**config.mk**
```make
export PLATFORM = sky130hd
export DESIGN_NAME = fetch_sequencer_flat
export DESIGN_NICKNAME = d
export VERILOG_FILES = /design/src/rtl/cpu_ctrl_pkg.sv /design/src/rtl/fetch_sequencer_if.sv /design/src/rtl/fullAdder32b.sv /design/src/rtl/fetch_sequencer.sv /design/src/flat_wrapper.sv
export SDC_FILE = /design/constraint.sdc
export NUM_CORES = 1
export LEC_CHECK = 0
export CORE_MARGIN = 2
export CORE_UTILIZATION = 50
export DETAILED_ROUTE_END_ITERATION = 7
export GPL_ROUTABILITY_DRIVEN = 0
export PLACE_DENSITY = 0.79
export SLEW_MARGIN = 0
export SYNTH_ARGS = -nofsm -noshare
export SYNTH_HDL_FRONTEND = slang
export SYNTH_SLANG_ARGS = --single-unit
```
**constraint.sdc**
```tcl
create_clock -name clk -period 6.76 [get_ports clk]
set_clock_uncertainty 0.15 [all_clocks]
set_input_delay 1.352 -clock clk [delete_from_list [all_inputs] [get_ports clk]]
set_output_delay 1.352 -clock clk [all_outputs]
set_load 0.02 [all_outputs]
```
**src/rtl/cpu_ctrl_pkg.sv**
```systemverilog
// Shared control-path definitions for the CPU sequencers.
//   fetch_state_t : fetch/execute FSM encoding (3-bit)
//   WORD_W        : BUS / register word width
package cpu_ctrl_pkg;
  localparam int WORD_W = 32;

  typedef enum logic [2:0] {
    IDLE  = 3'd0,
    ADDR  = 3'd1,
    READ  = 3'd2,
    EXEC  = 3'd3,
    FAULT = 3'd4
  } fetch_state_t;
endpackage

```
**src/rtl/fetch_sequencer_if.sv**
```systemverilog
// Handshake/strobe bundle between the fetch sequencer and the datapath,
// memory and execute unit.
//   master : sequencer side (takes control inputs, drives strobes/status)
//   slave  : environment side (drives control inputs, observes strobes)
interface fetch_sequencer_if;
  import cpu_ctrl_pkg::*;

  // environment -> sequencer
  logic              start;
  logic              halt;
  logic              mem_ack;
  logic              exec_done;
  logic              pc_load;
  // sequencer -> datapath / memory / execute
  logic              R31out;
  logic              MARin;
  logic              mem_req;
  logic              IRin;
  logic              incr_pc;
  logic              R31in;
  logic              exec_start;
  logic              busy;
  logic              fault;
  logic [WORD_W-1:0] instret;

  modport master (
    input  start, halt, mem_ack, exec_done, pc_load,
    output R31out, MARin, mem_req, IRin, incr_pc, R31in,
           exec_start, busy, fault, instret
  );

  modport slave (
    output start, halt, mem_ack, exec_done, pc_load,
    input  R31out, MARin, mem_req, IRin, incr_pc, R31in,
           exec_start, busy, fault, instret
  );
endinterface

```
**src/rtl/fullAdder32b.sv**
```systemverilog
// Word-wide ripple-carry adder.
//   a, b : addends      cin  : carry in
//   sum  : a + b + cin  cout : carry out of the top bit
module fullAdder32b
  import cpu_ctrl_pkg::*;
(
  input  logic [WORD_W-1:0] a,
  input  logic [WORD_W-1:0] b,
  input  logic              cin,
  output logic [WORD_W-1:0] sum,
  output logic              cout
);
  logic [WORD_W:0] c;

  assign c[0] = cin;

  for (genvar i = 0; i < WORD_W; i++) begin : g_bit
    assign sum[i]   = a[i] ^ b[i] ^ c[i];
    assign c[i+1]   = (a[i] & b[i]) | (c[i] & (a[i] ^ b[i]));
  end

  assign cout = c[WORD_W];
endmodule

```
**src/rtl/fetch_sequencer.sv**
```systemverilog
// Instruction fetch/execute control FSM for the shared BUS datapath.
// Drives R31 (PC), MAR and IR enables, runs a memory read with a timeout
// watchdog, hands the instruction to the execute unit via exec_start /
// exec_done, and counts retired instructions.
//   clk, rst : clock, synchronous active-high reset
//   bus      : fetch_sequencer_if.master (control inputs, strobes, status)
// Parameter MEM_TIMEOUT: READ cycles allowed without mem_ack (0 = no limit).
module fetch_sequencer
  import cpu_ctrl_pkg::*;
#(
  parameter int MEM_TIMEOUT = 16
) (
  input  logic              clk,
  input  logic              rst,
  fetch_sequencer_if.master bus
);
  localparam int WD_W = (MEM_TIMEOUT > 0) ? $clog2(MEM_TIMEOUT + 1) : 1;
  localparam logic [WD_W-1:0] WD_LAST = WD_W'((MEM_TIMEOUT > 0) ? MEM_TIMEOUT - 1 : 0);

  fetch_state_t      state, state_next;
  logic              exec_first;   // first EXEC cycle: exec_start, done ignored
  logic              halt_pend;
  logic [WD_W-1:0]   wd_cnt;       // completed READ cycles without ack
  logic [WORD_W-1:0] instret_q, instret_inc;
  logic              instret_cout_unused;
  logic              busy_s, retire, wd_expire;

  assign busy_s    = (state == ADDR) || (state == READ) || (state == EXEC);
  assign retire    = (state == EXEC) && !exec_first && bus.exec_done;
  // The current no-ack READ cycle is the MEM_TIMEOUT-th one.
  assign wd_expire = (MEM_TIMEOUT != 0) && (wd_cnt == WD_LAST) && !bus.mem_ack;

  fullAdder32b u_instret_add (
    .a   (instret_q),
    .b   (WORD_W'(1)),
    .cin (1'b0),
    .sum (instret_inc),
    .cout(instret_cout_unused)
  );

  // state register
  always_ff @(posedge clk) begin
    if (rst) state <= IDLE;
    else     state <= state_next;
  end

  // next state
  always_comb begin
    state_next = state;
    case (state)
      IDLE:  if (bus.start) state_next = ADDR;
      ADDR:  state_next = READ;
      READ:  begin
        if (bus.mem_ack)    state_next = EXEC;
        else if (wd_expire) state_next = FAULT;
      end
      EXEC:  if (retire) state_next = (halt_pend || bus.halt) ? IDLE : ADDR;
      FAULT: if (bus.start) state_next = ADDR;
      default: state_next = IDLE;
    endcase
  end

  // outputs: Moore decodes plus the READ-ack and retire/branch strobes
  always_comb begin
    bus.R31out     = (state == ADDR);
    bus.MARin      = (state == ADDR);
    bus.mem_req    = (state == READ);
    bus.IRin       = (state == READ) && bus.mem_ack;
    bus.incr_pc    = (state == READ) && bus.mem_ack;
    bus.R31in      = retire && bus.pc_load;
    bus.exec_start = (state == EXEC) && exec_first;
    bus.busy       = busy_s;
    bus.fault      = (state == FAULT);
  end

  assign bus.instret = instret_q;

  // auxiliary state: EXEC-first flag, pending halt, watchdog, retire count
  always_ff @(posedge clk) begin
    if (rst) begin
      exec_first <= 1'b0;
      halt_pend  <= 1'b0;
      wd_cnt     <= '0;
      instret_q  <= '0;
    end else begin
      exec_first <= (state == READ) && bus.mem_ack;

      if (state_next == IDLE)   halt_pend <= 1'b0;
      else if (busy_s && bus.halt) halt_pend <= 1'b1;

      // READ is only ever entered from ADDR, so clearing there clears on entry.
      if (state == ADDR)                        wd_cnt <= '0;
      else if (state == READ && !bus.mem_ack)   wd_cnt <= wd_cnt + WD_W'(1);

      if (retire) instret_q <= instret_inc;
    end
  end
endmodule

```
**src/flat_wrapper.sv**
```systemverilog
// flat-port wrapper written by rule: the top's interface ports become plain ports
module fetch_sequencer_flat import cpu_ctrl_pkg::*;
#(
  parameter int MEM_TIMEOUT = 16
)
  (clk, rst, bus_start, bus_halt, bus_mem_ack, bus_exec_done, bus_pc_load, bus_R31out, bus_MARin, bus_mem_req, bus_IRin, bus_incr_pc, bus_R31in, bus_exec_start, bus_busy, bus_fault, bus_instret);
  fetch_sequencer_if bus_i ();
  input  logic clk;
  input  logic rst;
  input wire logic [$bits(bus_i.start)-1:0] bus_start;
  input wire logic [$bits(bus_i.halt)-1:0] bus_halt;
  input wire logic [$bits(bus_i.mem_ack)-1:0] bus_mem_ack;
  input wire logic [$bits(bus_i.exec_done)-1:0] bus_exec_done;
  input wire logic [$bits(bus_i.pc_load)-1:0] bus_pc_load;
  output wire logic [$bits(bus_i.R31out)-1:0] bus_R31out;
  output wire logic [$bits(bus_i.MARin)-1:0] bus_MARin;
  output wire logic [$bits(bus_i.mem_req)-1:0] bus_mem_req;
  output wire logic [$bits(bus_i.IRin)-1:0] bus_IRin;
  output wire logic [$bits(bus_i.incr_pc)-1:0] bus_incr_pc;
  output wire logic [$bits(bus_i.R31in)-1:0] bus_R31in;
  output wire logic [$bits(bus_i.exec_start)-1:0] bus_exec_start;
  output wire logic [$bits(bus_i.busy)-1:0] bus_busy;
  output wire logic [$bits(bus_i.fault)-1:0] bus_fault;
  output wire logic [$bits(bus_i.instret)-1:0] bus_instret;
  assign bus_i.start = bus_start;
  assign bus_i.halt = bus_halt;
  assign bus_i.mem_ack = bus_mem_ack;
  assign bus_i.exec_done = bus_exec_done;
  assign bus_i.pc_load = bus_pc_load;
  assign bus_R31out = bus_i.R31out;
  assign bus_MARin = bus_i.MARin;
  assign bus_mem_req = bus_i.mem_req;
  assign bus_IRin = bus_i.IRin;
  assign bus_incr_pc = bus_i.incr_pc;
  assign bus_R31in = bus_i.R31in;
  assign bus_exec_start = bus_i.exec_start;
  assign bus_busy = bus_i.busy;
  assign bus_fault = bus_i.fault;
  assign bus_instret = bus_i.instret;
  fetch_sequencer #(.MEM_TIMEOUT(MEM_TIMEOUT)) u_core (.clk(clk), .rst(rst), .bus(bus_i));
endmodule
```
==> run summary <==
fin cells - 328
post-synthesis cell type with the largest combined area - dfxtp_1
Hold WC Path Type - reg2reg
TritonCTS clock tree - built
Final period util - 0.958
Reg power frac - 0.560
Worst R2R Setup Slack - 0.28 ns
mux contribution to synthesized area - 0.0187
Worst Hold Path Cells - 2
number of synthesized flops with an enable pin - 0
DP HPWL - 2.93 mm
Die Height - 70.4 um
Tightest Pin Transition - 1.10 ns
Logic pwr share - 0.101
Mapped Cells - 242
Total GRT Usage - 0.195
nets - 315
vias in the first global route - 1818
syn nets - 281
crit path time final - 6.48 ns
crit path capture - u_core.bus.instret[31]
Post-CTS Setup Bufs - 0
Final Setup Violations - 0
clock power share - 0.339
Routed Antenna Nets - 0
initial antenna violation count - 0
Yosys reg bits - 42
xor/xnor share of the synthesized area - 0.00398
first-pass GRT wire length - 7.89 mm
pins over their slew limit - 0
status - completed
DRC violation total after the first TritonRoute iteration - 152
Synth top cells by count - 42 x dfxtp_1, 35 x a21oi_1, 33 x o21ai_0
main combinational cell family by area after synthesis - adder cells
CTS Buffer Depth - 2
Post-Synth Simple-Gate Area - 0.179
Die W - 70.4 um
Pleak - 1.10 nW
Reg-to-Reg End - u_core.bus.instret[31]
row cnt - 24
MaxCap Viol Count - 0
placed cells - 321
Overflow after GRT - 0
adder and majority gate portion of the synthesized area - 0.182
critical path's slowest cell - dfxtp_2
arrival time worst endpoint - 6.51 ns
Syn Std Cell Area - 2200 sq um
count of input and output buffers - 47
slowest stage delay, CP - 0.34 ns
area share of the largest cell type after synthesis - 0.382
Synth area leaders - dfxtp_1 38%, ha_1 18%, a21oi_1 8.0%
sw frac - 0.257
post-synthesis compound-gate area fraction - 0.174
Crit Path Class - reg2reg
antenna cells - 0
Critical Path RT - 6.80 ns
CP endpoint kind - register
CP Launch Type - register
Final Hold Fails - 0
synth-to-layout area growth - 23.4%
Post-Route Utilization - 0.633
Seq/Total Area, Yosys - 0.382
I/O pins - 48
async set or reset register ratio after synthesis - 0
DRT Pass-1 Iters - 4
Setup crit start - u_core.bus.instret[0]
sw power - 0.117 mW
Wirelength per Cell - 14.0 um
Ys Warns - 0
ys flop type - dfxtp_1
layout cells sized above 1 - 0.0797
clk_lat worst skew - 0.30 ns
DIE AREA - 4950 sq um
worst reg2reg path startpoint - u_core.bus.instret[0]
starting density of the core - 0.513
number of buffers created by CTS - 5
worst-path fanout max - 4
routed via count - 1887
most frequent cell on the critical path - ha_1
WL final - 4.60 mm
Root Buffer - clkbuf_8
clk sinks - 42
largest net degree at the start of global routing - 44
Worst-path clk slew - 0.08 ns
top-count cell post-synth - dfxtp_1
Worst IR Drop VDD - 0.113 mV
Design Power - 0.454 mW
Reg2Reg Depth - 32
total core area - 4290 sq um
filler instances - 370
Peak Freq - 0.154 GHz
# H-tree levels - 2
Syn Area/Cell - 9.10 sq um
DR DRC count - 0
power density cells - 167 nW/um^2
headroom to the max-slew limit - 0.269
Yosys cell types - 33
P_int - 0.337 mW
post-DR vias/cell - 5.75
[kinds of logic after synthesis]
kind of cell             Yosys count
AO/OA/AOI/OAI                     73
XOR/XNOR                           1
adder cells (fa/ha/maj)           32
buffers and inverters             25
flip-flops                        42
multiplexers                       4
AND/OR/NAND/NOR                   65
[power by group through the flow]
stage	clock network, mW	registers, mW	logic, mW
after floorplan	0	0.257	0.0355
after global placement	0	0.260	0.0457
after detailed placement	0	0.260	0.0455
after CTS	0.156	0.254	0.0457
after global routing	0.167	0.255	0.0496
final	0.154	0.254	0.0458
[state kept, by name, summed over array words and instances (netlist names)]
register,flops
u_core.bus.instret,32
u_core.exec_first,1
u_core.state,3
u_core.halt_pend,1
u_core.wd_cnt,5
[layout make-up]
class                      count  area [sq um]  share of cell area
multi-input combinational    175          1240               0.455
inverter                       3          11.3             0.00414
tap                           52          65.1              0.0239
timing repair buffer          49           485               0.179
clock buffer                   5          68.8              0.0253
clock inverter                 2          10.0             0.00368
sequential                    42           842               0.310
[through the flow]
| step | setup slack (ns) | hold slack [ns] | cell area, sq um | TNS [ns] |
|---|---|---|---|---|
| 3_3_place_gp | 0.377 | 0.334 | 2630 | 0 |
| 5_1_grt | -0.0164 | 0.381 | 2720 | -0.0164 |
| 4_1_cts | 0.195 | 0.348 | 2710 | 0 |
| 2_1_floorplan | 0.556 | 0.320 | 2200 | 0 |
| 3_5_place_dp | 0.286 | 0.337 | 2630 | 0 |
| 6_report | 0.281 | 0.349 | 2720 | 0 |
[routing by layer]
metal	routed length, um	global-route usage
met1	2220	0.243
met2	2100	0.329
met3	208	0.0462
met4	71	0.0641
met5	0	0
[cells in the final DEF (no fill, tap or decap)]
master           synthesis  layout
or3b_2                   4       4
a311oi_1                 1       1
o21ai_0                 33      33
nor2b_1                  3       2
nor2b_2                  0       1
o31a_1                   1       1
and3_1                   2       2
and2_1                   2       2
clkdlybuf4s50_1          0      47
mux2i_1                  3       3
o21ba_2                  1       1
nor4b_4                  1       1
dfxtp_1                 42      41
nand2b_1                 3       3
ha_2                     0       2
nand3_1                 31      31
xnor2_1                  1       1
nand2_1                  1       1
mux2_2                   1       1
inv_1                    3       3
nand4b_1                 1       1
nor3_1                   2       2
dfxtp_2                  0       1
nor4b_1                  1       1
or3_1                    1       1
and3b_2                  1       1
a21oi_1                 35      35
clkinv_2                 0       2
nand4_1                  1       1
and4bb_2                 1       1
buf_4                    6       2
clkbuf_8                 0       5
ha_1                    32      30
nor2_1                   6       6
a211oi_1                 2       2
nand3b_1                 4       4
[critical path: cells and delay by family (launching register included)]
family / cells / cell delay (ns)
fa+ha+maj: 30 / 5.50
flops: 1 / 0.34
simple gates: 1 / 0.07
mux: 1 / 0.33
[how the worst min path moves through the flow]
stage / start / endpoint / slack [ns]
floorplan: u_core.wd_cnt[3] / u_core.wd_cnt[3] / 0.32
global placement: u_core.bus.instret[13] / u_core.bus.instret[13] / 0.33
detailed placement: u_core.bus.instret[4] / u_core.bus.instret[4] / 0.34
CTS: u_core.bus.instret[4] / u_core.bus.instret[4] / 0.35
global route: u_core.bus.instret[21] / u_core.bus.instret[21] / 0.38
finish: u_core.bus.instret[4] / u_core.bus.instret[4] / 0.35
[what timing repair did]
action / in CTS / in global routing
hold endpoints to repair: 0 / 0
resized for setup: 0 / 3
endpoints found under the setup margin: 0 / 1
hold buffers: 0 / 0
No activity file was read; power rests on OpenSTA's default activity.
